`src/rtl/conv_pkg.sv`:
```
// Shared types and elaboration-time helpers for the conv row path.
package conv_pkg;

   localparam int unsigned DEF_DATA_WIDTH = 8;
   localparam int unsigned DEF_IW         = 7;

   // One lane word: IW pixels of DATA_WIDTH bits.
   typedef logic [DEF_IW-1:0][DEF_DATA_WIDTH-1:0] lane_word_t;

   typedef enum logic [2:0] {
      ST_IDLE,
      ST_PAD_T,
      ST_DATA,
      ST_PAD_B,
      ST_NEXT,
      ST_DRAIN
   } feeder_state_e;

   // Ceiling division.
   function automatic int unsigned ceil(input int unsigned num, input int unsigned den);
      return (num + den - 1) / den;
   endfunction

   // Bits needed to hold v distinct values; never less than 1.
   function automatic int unsigned log2(input int unsigned v);
      int unsigned r;
      r = 0;
      for (int unsigned i = 0; i < 32; i++) begin
         if ((64'd1 << i) < 64'(v)) r = i + 1;
      end
      return (r == 0) ? 1 : r;
   endfunction

   function automatic int unsigned max3(input int unsigned a, input int unsigned b,
                                        input int unsigned c);
      int unsigned m;
      m = (a > b) ? a : b;
      return (m > c) ? m : c;
   endfunction

endpackage

```
`src/rtl/row_feeder_addr_gen.sv`:
```
// Word/row/batch counters and the RAM word-address register for the row feeder.
module row_feeder_addr_gen
   import conv_pkg::*;
#(
   parameter int unsigned ADDR_WIDTH    = 32,
   parameter int unsigned BATCH_WIDTH   = 8,
   parameter int unsigned WORDS_PER_ROW = 512,
   parameter int unsigned ROW_CW        = 5
) (
   input  logic                   clk,
   input  logic                   rstn,
   input  logic                   i_load,        // start accepted: capture base, clear counters
   input  logic [ADDR_WIDTH-1:0]  i_base,
   input  logic                   i_advance,     // one word issued in the current phase
   input  logic                   i_addr_inc,    // that word was a RAM read
   input  logic [ROW_CW-1:0]      i_row_term,    // last row index of the current phase
   input  logic                   i_batch_adv,
   input  logic [BATCH_WIDTH-1:0] i_batch_term,
   input  logic                   i_rewind,      // loop mode: address back to base
   output logic [ADDR_WIDTH-1:0]  o_addr,
   output logic                   o_phase_last,
   output logic                   o_batch_last
);

   localparam int unsigned        WORD_CW   = log2(WORDS_PER_ROW);
   localparam logic [WORD_CW-1:0] WORD_TERM = WORD_CW'(WORDS_PER_ROW - 1);

   logic [WORD_CW-1:0]     r_word;
   logic [ROW_CW-1:0]      r_row;
   logic [BATCH_WIDTH-1:0] r_batch;
   logic [ADDR_WIDTH-1:0]  r_addr;
   logic [ADDR_WIDTH-1:0]  r_base;
   logic                   w_word_last;
   logic                   w_row_last;

   assign w_word_last  = (r_word == WORD_TERM);
   assign w_row_last   = (r_row == i_row_term);
   assign o_phase_last = w_word_last & w_row_last;
   assign o_batch_last = (r_batch == i_batch_term);
   assign o_addr       = r_addr;

   // Word counter wraps into the row counter; the row counter wraps at the end of a phase.
   always_ff @(posedge clk) begin
      if (!rstn || i_load) begin
         r_word <= '0;
         r_row  <= '0;
      end else if (i_advance) begin
         if (w_word_last) begin
            r_word <= '0;
            r_row  <= w_row_last ? '0 : r_row + 1'b1;
         end else begin
            r_word <= r_word + 1'b1;
         end
      end
   end

   // Batch counter, stepped once per pass through NEXT.
   always_ff @(posedge clk) begin
      if (!rstn || i_load) begin
         r_batch <= '0;
      end else if (i_batch_adv) begin
         r_batch <= o_batch_last ? '0 : r_batch + 1'b1;
      end
   end

   // Address register: contiguous across rows and batches, rewound only in loop mode.
   always_ff @(posedge clk) begin
      if (!rstn) begin
         r_base <= '0;
         r_addr <= '0;
      end else if (i_load) begin
         r_base <= i_base;
         r_addr <= i_base;
      end else if (i_rewind) begin
         r_addr <= r_base;
      end else if (i_addr_inc) begin
         r_addr <= r_addr + 1'b1;
      end
   end

endmodule

```
`src/rtl/row_feeder_ctrl.sv`:
```
// Multi-lane row producer: streams padded feature-map rows from a 1-cycle RAM into LANES FIFOs.
module row_feeder_ctrl
   import conv_pkg::*;
#(
   parameter int unsigned DATA_WIDTH    = 8,
   parameter int unsigned LANES         = 2,
   parameter int unsigned IW            = 7,
   parameter int unsigned ROWS          = 25,
   parameter int unsigned WORDS_PER_ROW = 512,
   parameter int unsigned PAD_TOP       = 1,
   parameter int unsigned PAD_BOT       = 1,
   parameter int unsigned ADDR_WIDTH    = 32,
   parameter int unsigned BATCH_WIDTH   = 8
) (
   input  logic                           clk,
   input  logic                           rstn,
   input  logic                           start,
   input  logic                           abort,
   input  logic [ADDR_WIDTH-1:0]          cfg_base,
   input  logic [BATCH_WIDTH-1:0]         cfg_batches,
   output logic                           mem_rd_en,
   output logic [ADDR_WIDTH-1:0]          mem_addr,
   input  logic [LANES*IW*DATA_WIDTH-1:0] mem_rd_data,
   input  logic [LANES-1:0]               fifo_full,
   output logic [LANES-1:0]               fifo_wren,
   output logic [LANES*IW*DATA_WIDTH-1:0] fifo_din,
   output logic                           busy,
   output logic                           done
);

   localparam int unsigned       ROW_CW    = log2(max3(PAD_TOP, ROWS, PAD_BOT) + 1);
   localparam logic [ROW_CW-1:0] TOP_TERM  = ROW_CW'((PAD_TOP > 0) ? PAD_TOP - 1 : 0);
   localparam logic [ROW_CW-1:0] DATA_TERM = ROW_CW'((ROWS > 0) ? ROWS - 1 : 0);
   localparam logic [ROW_CW-1:0] BOT_TERM  = ROW_CW'((PAD_BOT > 0) ? PAD_BOT - 1 : 0);

   feeder_state_e          r_state;
   feeder_state_e          w_next;
   logic                   r_ret_vld;
   logic [BATCH_WIDTH-1:0] r_batches;

   logic                   w_ok;
   logic                   w_loop;
   logic                   w_issue_pad;
   logic                   w_issue_rd;
   logic                   w_load;
   logic                   w_rewind;
   logic                   w_batch_adv;
   logic                   w_done;
   logic [ROW_CW-1:0]      w_row_term;
   logic [BATCH_WIDTH-1:0] w_batch_term;
   logic                   w_phase_last;
   logic                   w_batch_last;
   logic [ADDR_WIDTH-1:0]  w_addr;

   assign w_ok         = ~(|fifo_full);
   assign w_loop       = (r_batches == '0);
   assign w_batch_term = r_batches - 1'b1;

   row_feeder_addr_gen #(
      .ADDR_WIDTH    (ADDR_WIDTH),
      .BATCH_WIDTH   (BATCH_WIDTH),
      .WORDS_PER_ROW (WORDS_PER_ROW),
      .ROW_CW        (ROW_CW)
   ) u_addr_gen (
      .clk          (clk),
      .rstn         (rstn),
      .i_load       (w_load),
      .i_base       (cfg_base),
      .i_advance    (w_issue_pad | w_issue_rd),
      .i_addr_inc   (w_issue_rd),
      .i_row_term   (w_row_term),
      .i_batch_adv  (w_batch_adv),
      .i_batch_term (w_batch_term),
      .i_rewind     (w_rewind),
      .o_addr       (w_addr),
      .o_phase_last (w_phase_last),
      .o_batch_last (w_batch_last)
   );

   // State register.
   always_ff @(posedge clk) begin
      if (!rstn) r_state <= ST_IDLE;
      else       r_state <= w_next;
   end

   // Read-return pipeline and batch-count capture; abort drops the in-flight return.
   always_ff @(posedge clk) begin
      if (!rstn) begin
         r_ret_vld <= 1'b0;
         r_batches <= '0;
      end else begin
         r_ret_vld <= w_issue_rd & ~abort;
         if (w_load) r_batches <= cfg_batches;
      end
   end

   // Next-state and issue decode. Pad words wait one cycle behind a pending read return
   // so at most one FIFO write happens per cycle and word order is kept.
   always_comb begin
      w_next      = r_state;
      w_issue_pad = 1'b0;
      w_issue_rd  = 1'b0;
      w_load      = 1'b0;
      w_rewind    = 1'b0;
      w_batch_adv = 1'b0;
      w_done      = 1'b0;
      w_row_term  = '0;
      case (r_state)
         ST_IDLE: begin
            if (start) begin
               w_load = 1'b1;
               if (PAD_TOP > 0) w_next = ST_PAD_T;
               else             w_next = ST_DATA;
            end
         end
         ST_PAD_T: begin
            w_row_term = TOP_TERM;
            if (w_ok && !r_ret_vld) begin
               w_issue_pad = 1'b1;
               if (w_phase_last) w_next = ST_DATA;
            end
         end
         ST_DATA: begin
            w_row_term = DATA_TERM;
            if (w_ok) begin
               w_issue_rd = 1'b1;
               if (w_phase_last) begin
                  if (PAD_BOT > 0) w_next = ST_PAD_B;
                  else             w_next = ST_NEXT;
               end
            end
         end
         ST_PAD_B: begin
            w_row_term = BOT_TERM;
            if (w_ok && !r_ret_vld) begin
               w_issue_pad = 1'b1;
               if (w_phase_last) w_next = ST_NEXT;
            end
         end
         ST_NEXT: begin
            w_batch_adv = 1'b1;
            if (w_loop || !w_batch_last) begin
               w_rewind = w_loop;
               if (PAD_TOP > 0) w_next = ST_PAD_T;
               else             w_next = ST_DATA;
            end else begin
               w_next = ST_DRAIN;
            end
         end
         ST_DRAIN: begin
            if (!r_ret_vld) begin
               w_done = 1'b1;
               w_next = ST_IDLE;
            end
         end
         default: w_next = ST_IDLE;
      endcase
      if (abort) begin
         w_next = ST_IDLE;
         w_load = 1'b0;
         w_done = 1'b0;
      end
   end

   assign mem_rd_en = w_issue_rd;
   assign mem_addr  = w_issue_rd ? w_addr : '0;
   assign fifo_wren = {LANES{w_issue_pad | r_ret_vld}};
   assign fifo_din  = r_ret_vld ? mem_rd_data : '0;
   assign busy      = (r_state != ST_IDLE);
   assign done      = w_done;

endmodule

```
`config.mk`:
```
export PLATFORM = sky130hd
export DESIGN_NAME = row_feeder_ctrl
export DESIGN_NICKNAME = d
export VERILOG_FILES = /design/src/rtl/conv_pkg.sv /design/src/rtl/row_feeder_addr_gen.sv /design/src/rtl/row_feeder_ctrl.sv
export SDC_FILE = /design/constraint.sdc
export NUM_CORES = 1
export LEC_CHECK = 0
export CELL_PAD_IN_SITES_DETAIL_PLACEMENT = 0
export CELL_PAD_IN_SITES_GLOBAL_PLACEMENT = 1
export CORE_ASPECT_RATIO = 1.4
export CORE_MARGIN = 2
export CORE_UTILIZATION = 25
export DETAILED_ROUTE_END_ITERATION = 8
export GPL_TIMING_DRIVEN = 1
export PLACE_DENSITY_LB_ADDON = 0.1
export SETUP_SLACK_MARGIN = 0.15
export SYNTH_ARGS = -nofsm -noshare
export SYNTH_HDL_FRONTEND = slang
export SYNTH_SLANG_ARGS = --single-unit
```
`constraint.sdc`:
```
create_clock -name clk -period 1.9 [get_ports clk]
set_input_delay 0.475 -clock clk [delete_from_list [all_inputs] [get_ports clk]]
set_output_delay 0.475 -clock clk [all_outputs]
set_load 0.03 [all_outputs]
```
## Word-level counts from Yosys, hierarchy flattened

Index checks and enable logic that the tools add are counted.

- Flip-flop bits (word level): 98
- Input bits: 158
- Output and inout bits: 149
- Word-level logic and storage cells: 83

- Add/subtract/negate cells: 5
- Equal/unequal tests: 16
- Mux-type cells: 32
- Bitwise gates (word level): 7
- Reductions and logical operators: 15

Operators by type and width:

| operator | count |
|---|---|
| $mux W32 | 4 |
| $mux W112 | 1 |
| $add A32 B1 Y32 const B | 1 |
| $mux W3 | 9 |
| $pmux W3 S6 | 1 |
| $mux W1 | 13 |
| $mux W5 | 2 |
| $ne A2 B2 Y1 const B | 5 |
| $add A9 B1 Y9 const B | 1 |
| $eq A9 B9 Y1 const B | 1 |
| $mux W9 | 1 |
| $add A8 B1 Y8 const B | 1 |
| $eq A8 B8 Y1 | 1 |
| $logic_not A8 Y1 | 1 |
| $mux W8 | 1 |
| $reduce_and A8 Y1 | 1 |
| $sub A8 B1 Y8 const B | 1 |
| $eq A3 B2 Y1 const B | 2 |
| $eq A3 B3 Y1 const B | 2 |
| $ne A2 B1 Y1 const B | 3 |
| $reduce_bool A3 Y1 | 2 |
| $reduce_or A2 Y1 | 3 |
| $add A5 B1 Y5 const B | 1 |
| $eq A5 B5 Y1 | 1 |
| other kinds (9) | 16 |

## Depth between registers and ports, before layout

Gate-level depths: netlist of run 1.

- Depth in word-level cells: 8
- Gate-level depth with buffers: 9

## Modules after synthesis

From an unflattened synthesis of run 1, not the netlist that was laid out.

- Cell total of the unflattened synthesis: 808
- Area, all modules: 6304.8 µm²

Modules (own cells, without submodules):

| module | times used | cells an instance | area an instance (µm²) | sequential area each (µm²) |
|---|---|---|---|---|
| row_feeder_addr_gen | 1 | 558 | 4566.9 | 1721.7 |
| row_feeder_ctrl | 1 | 250 | 1737.9 | 240.2 |

## Least setup slack after synthesis of run 1

No wires, ideal clock.

- Path kind: reg2reg
- Start: register r_state[2]
- End: register u_addr_gen.r_addr[11], in the netlist u_addr_gen.o_addr[11]
- Arrival time: 2.204 ns
- Data required time: 1.841 ns
- Path slack: -0.363 ns
- Cell stages (with the launch flop): 7
- Buffers on the path: 1
- Cell sequence: dfxtp_1 -> buf_2 -> or3_4 -> nor3_1 -> nand4_1 -> a311o_1 -> nand2_1

- Longest elaborated chain between the ends: 4

RTL lines:

| what | RTL line | text |
|---|---|---|
| start, declared | row_feeder_ctrl.sv:36 | `feeder_state_e r_state;` |
| start signal, assigned | row_feeder_ctrl.sv:83 | `else r_state <= w_next;` |
| $eq A3 B3 Y1 / $logic_not A3 Y1 (equally long branches) | row_feeder_ctrl.sv:108 | `case (r_state)` |
| $mux W1 | row_feeder_ctrl.sv:108 |  |
| $mux W32 / $mux W1 (equally long branches) | row_feeder_addr_gen.sv:74, row_feeder_ctrl.sv:158 |  |
| $mux W32 / $reduce_bool A3 Y1 (equally long branches) | n/a |  |
| end signal, assigned | row_feeder_addr_gen.sv:73 | `r_addr <= i_base;` |
| end signal, assigned | row_feeder_addr_gen.sv:75 | `r_addr <= r_base;` |
| end signal, assigned | row_feeder_addr_gen.sv:77 | `r_addr <= r_addr + 1'b1;` |
| end, declared | row_feeder_addr_gen.sv:31 | `logic [ADDR_WIDTH-1:0] r_addr;` |

Several ways; a longest one is shown, not always the timed one.
A chain may end at the register's enable or synchronous reset.

## Final worst setup path of run 1

- Start: input port fifo_full[0]
- End: output port mem_addr[17]

- Longest elaborated chain between the ends: 4

RTL lines:

| what | RTL line | text |
|---|---|---|
| start, declared | row_feeder_ctrl.sv:24 | `input logic [LANES-1:0] fifo_full,` |
| $reduce_or A2 Y1 | row_feeder_ctrl.sv:55 | `assign w_ok = ~(\|fifo_full);` |
| $mux W1 | row_feeder_ctrl.sv:125 | `if (w_ok) begin` |
| $mux W1 | row_feeder_ctrl.sv:108 |  |
| $mux W32 | row_feeder_ctrl.sv:166 | `assign mem_addr = w_issue_rd ? w_addr : '0;` |
| end, declared | row_feeder_ctrl.sv:22 | `output logic [ADDR_WIDTH-1:0] mem_addr,` |

No other way between the ends.

==> impl_metrics.env, run 1 <==
export IMPL_outcome="finished, violations left"
export IMPL_violations="setup timing"
export IMPL_path_clk_slew_ps=70
export IMPL_start_util_pct=25.3
export IMPL_whs_ps=464
export IMPL_grt_pass1_vias=7890
export IMPL_met1_length_microns=12200
export IMPL_placed_cells=1535
export IMPL_grt_max_degree=30
export IMPL_cts_tree="done"
export IMPL_routabilityCongestion=0.828
export IMPL_p_sw_share_pct=30.4
export IMPL_dr_wl_met2_microns=18500
export IMPL_tns_ps=-15450
export IMPL_avgSynthCellArea_sq_um=7.50
export IMPL_finalNonFillerCells=1667
export IMPL_slowest_delay_ps=260
export IMPL_final_cell_mix="buf_6 (183), clkdlybuf4s50_1 (147), buf_4 (138)"
export IMPL_vias=8349
export IMPL_rows=68
export IMPL_net_switching_power_mw=1.82
export IMPL_worstSetupEndpointType="output port"
export IMPL_worstMarginPinSlew_ps=561
export IMPL_final_common_cell="buf_6"
export IMPL_crit_path_top_delay_cell="bufbuf_16"
export IMPL_met3_length_microns=1810
export IMPL_power_frac_clock_pct=29.5
export IMPL_nNetsFinal=1513
export IMPL_min_path_type="reg2reg"
export IMPL_detail_route_wl_per_cell_microns=20.2
export IMPL_setup_viol=122
export IMPL_ys_seq_elements=98
export IMPL_p_total_mw=5.98
export IMPL_antenna_cells=0
export IMPL_crit_type="in2out"
export IMPL_dr_pass1_iters=4
export IMPL_syn_to_final_growth_pct=137
export IMPL_comb_power_share_pct=33.0
export IMPL_crit_arrival_ps=1690
export IMPL_cp_required_ps=1420
export IMPL_die_y_microns=190
export IMPL_synth_area_sq_um=6200
export IMPL_synth_ff_type="dfxtp_1"
export IMPL_cts_root_buf="clkbuf_16"
export IMPL_core_area_sq_um=24500
export IMPL_io_pins=307
export IMPL_syn_nets=993
export IMPL_antenna_found_initial=0
export IMPL_drc=0
export IMPL_die_w_microns=137
export IMPL_routed_wl_microns=33600
export IMPL_worstSkewPairLatency_ps=360
export IMPL_skew_ps=7.76
export IMPL_worstPathMaxFanout=5
export IMPL_gr_total_overflow=0
export IMPL_syn_inst=827
export IMPL_preCtsSetupSlack_ps=-547
export IMPL_setup_slack_ps=-262
export IMPL_synth_warnings=0
export IMPL_cp_cell_sequence="clkdlybuf4s15_1 > nor3_4 > buf_12 > bufbuf_16 > and3_4 > buf_6"
export IMPL_drv_slew=0
export IMPL_drtIter0Drc=337
export IMPL_grt_total_usage_pct=22.3
export IMPL_p_per_area_nw_per_um2=408
export IMPL_fin_area_sq_um=14700
export IMPL_dieArea_sq_um=26100
export IMPL_htree_levels=3
export IMPL_numCtsBuffers=9
export IMPL_placedInstanceArea_sq_um=10700
export IMPL_post_drt_via_cell_ratio=5.01
export IMPL_synth_edf_count=0
export IMPL_ir_drop_v=0.000391
export IMPL_internal_power_mw=4.16
export IMPL_grt_pass1_wl_microns=44400
export IMPL_hpwlAfterDp_microns=21500
export IMPL_ant_nets=0
export IMPL_finish_utilization_pct=59.9
export IMPL_pwr_share_seq_pct=37.5
export IMPL_rsz0062_at_grt="yes"
export IMPL_final_layout_size_suffix_gt1_share_pct=58.7
export IMPL_maxCapViolations=0
export IMPL_fin_crit_ps=2160
export IMPL_synth_seq_area_share_pct=31.6
export IMPL_synthArstFlopShare_pct=0
export IMPL_cp_start_kind="primary input"
export IMPL_ys_types=65
export IMPL_timing_slew_headroom_pct=62.5
export IMPL_clock_path_buffers=2
export IMPL_p_leak_nw=6.09
export IMPL_hold_viol_final=0
export IMPL_cts_hold_fix_buffers=0
export IMPL_max_freq_mhz=462
export IMPL_top_layer_used="met4"
export IMPL_finalCritPeriodShare_pct=114
export IMPL_cts_sinks=98
export IMPL_io_buffers=306
[final timing paths]
check	slack, ps	cells after the start	startpoint	end
hold / removal	460	2	u_addr_gen.r_base[9]	u_addr_gen.r_base[9]
setup reg to reg	-180	8	r_state[1]	u_addr_gen.o_addr[7]
setup / recovery	-260	6	fifo_full[0]	mem_addr[17]
hold reg to reg	460	2	u_addr_gen.r_base[9]	u_addr_gen.r_base[9]
[worst max-delay path, delay by kind of cell]
kind                   cells  cell delay (ps)
buffers and inverters      4              800
and+or+nand+nor            2              410
[registers in the layout, summed over array words and instances, names as in the netlist]
| name | count |
|---|---|
| u_addr_gen.r_word | 9 |
| r_state | 3 |
| u_addr_gen.r_base | 32 |
| u_addr_gen.r_row | 5 |
| r_batches | 8 |
| r_ret_vld | 1 |
| u_addr_gen.r_batch | 8 |
| u_addr_gen.o_addr | 32 |
[power by group through the flow]
stage	clock network [mW]	registers, mW	logic (mW)
6_report	1.76	2.25	1.97
5_1_grt	1.86	2.26	2.08
4_1_cts	1.80	2.23	1.63
3_5_place_dp	0	2.27	1.26
3_3_place_gp	0	2.28	1.25
2_1_floorplan	0	2.26	0.509
[area by class of cell]
cell class	count	area (sq um)
Clock buffer	12	236
Sequential cell	98	1980
Timing Repair Buffer	565	6470
Inverter	15	60.1
Clock inverter	4	28.8
Fill cell	2075	9820
Multi-Input combinational cell	658	5510
Tap cell	315	394
[metal layers]
layer,GRT usage [%],vias to the layer above
met5,0,-
met4,9.52,0
met3,3.38,57
met2,42.8,291
met1,23.6,4031
li1,-,3970
[Yosys cell counts, types with 3 or more instances]
master    instances  area (sq um)
o221ai_1          9          78.8
dfxtp_1          98          1960
a22oi_1           8          60.1
nand3_1          30           150
inv_1            14          52.6
nor4_2            3          37.5
nand3b_1          3          22.5
ha_1              8           100
a31oi_1          12          75.1
nor2b_1           4          25.0
and3_1           36           225
clkbuf_1         37           139
o211ai_1          4          30.0
nor4_1            6          37.5
or3_1             6          37.5
nor3_1           23           115
or2_2             3          18.8
nor2_1           39           146
a21oi_1          64           320
xor2_1           22           193
and2_1          119           744
o21ai_0          24           120
nand4_1          24           150
nand2_1         122           458
o22ai_1           3          18.8
buf_4             3          22.5
a31o_2            4          35.0
buf_2            16          80.1
a21o_1            5          37.5
and4_1            5          43.8
a211oi_1          6          45.0
xnor2_1          16           140
o211a_1           4          40.0
nor3b_2           3          37.5
o31a_1            3          26.3
[timing repair]
item,4_1_cts,5_1_grt
buffers inserted,35,52
endpoints found under the setup margin,246,246
endpoints found under the hold margin,0,0
gates resized for setup,329,333
pin swaps,80,124
cloned,16,13
[cell families (layout without fill, tap and decap cells)]
| logic type | after synthesis | after routing | synth area share [%] |
|---|---|---|---|
| simple gates | 441 | 443 | 38.5 |
| buf+inv | 73 | 596 | 5.06 |
| flops | 98 | 98 | 31.6 |
| fa+ha+maj | 8 | 8 | 1.61 |
| compound gates | 167 | 167 | 17.5 |
| mux | 2 | 2 | 0.343 |
| xor+xnor | 38 | 38 | 5.37 |
(Power assumes the default switching activity.)
==> run 2: changes to the inputs <==
TNS_END_PERCENT = 100   (was unset)
==> results of run 2 <==
No change in the layout: final DEF, timing and power equal those of run 1.
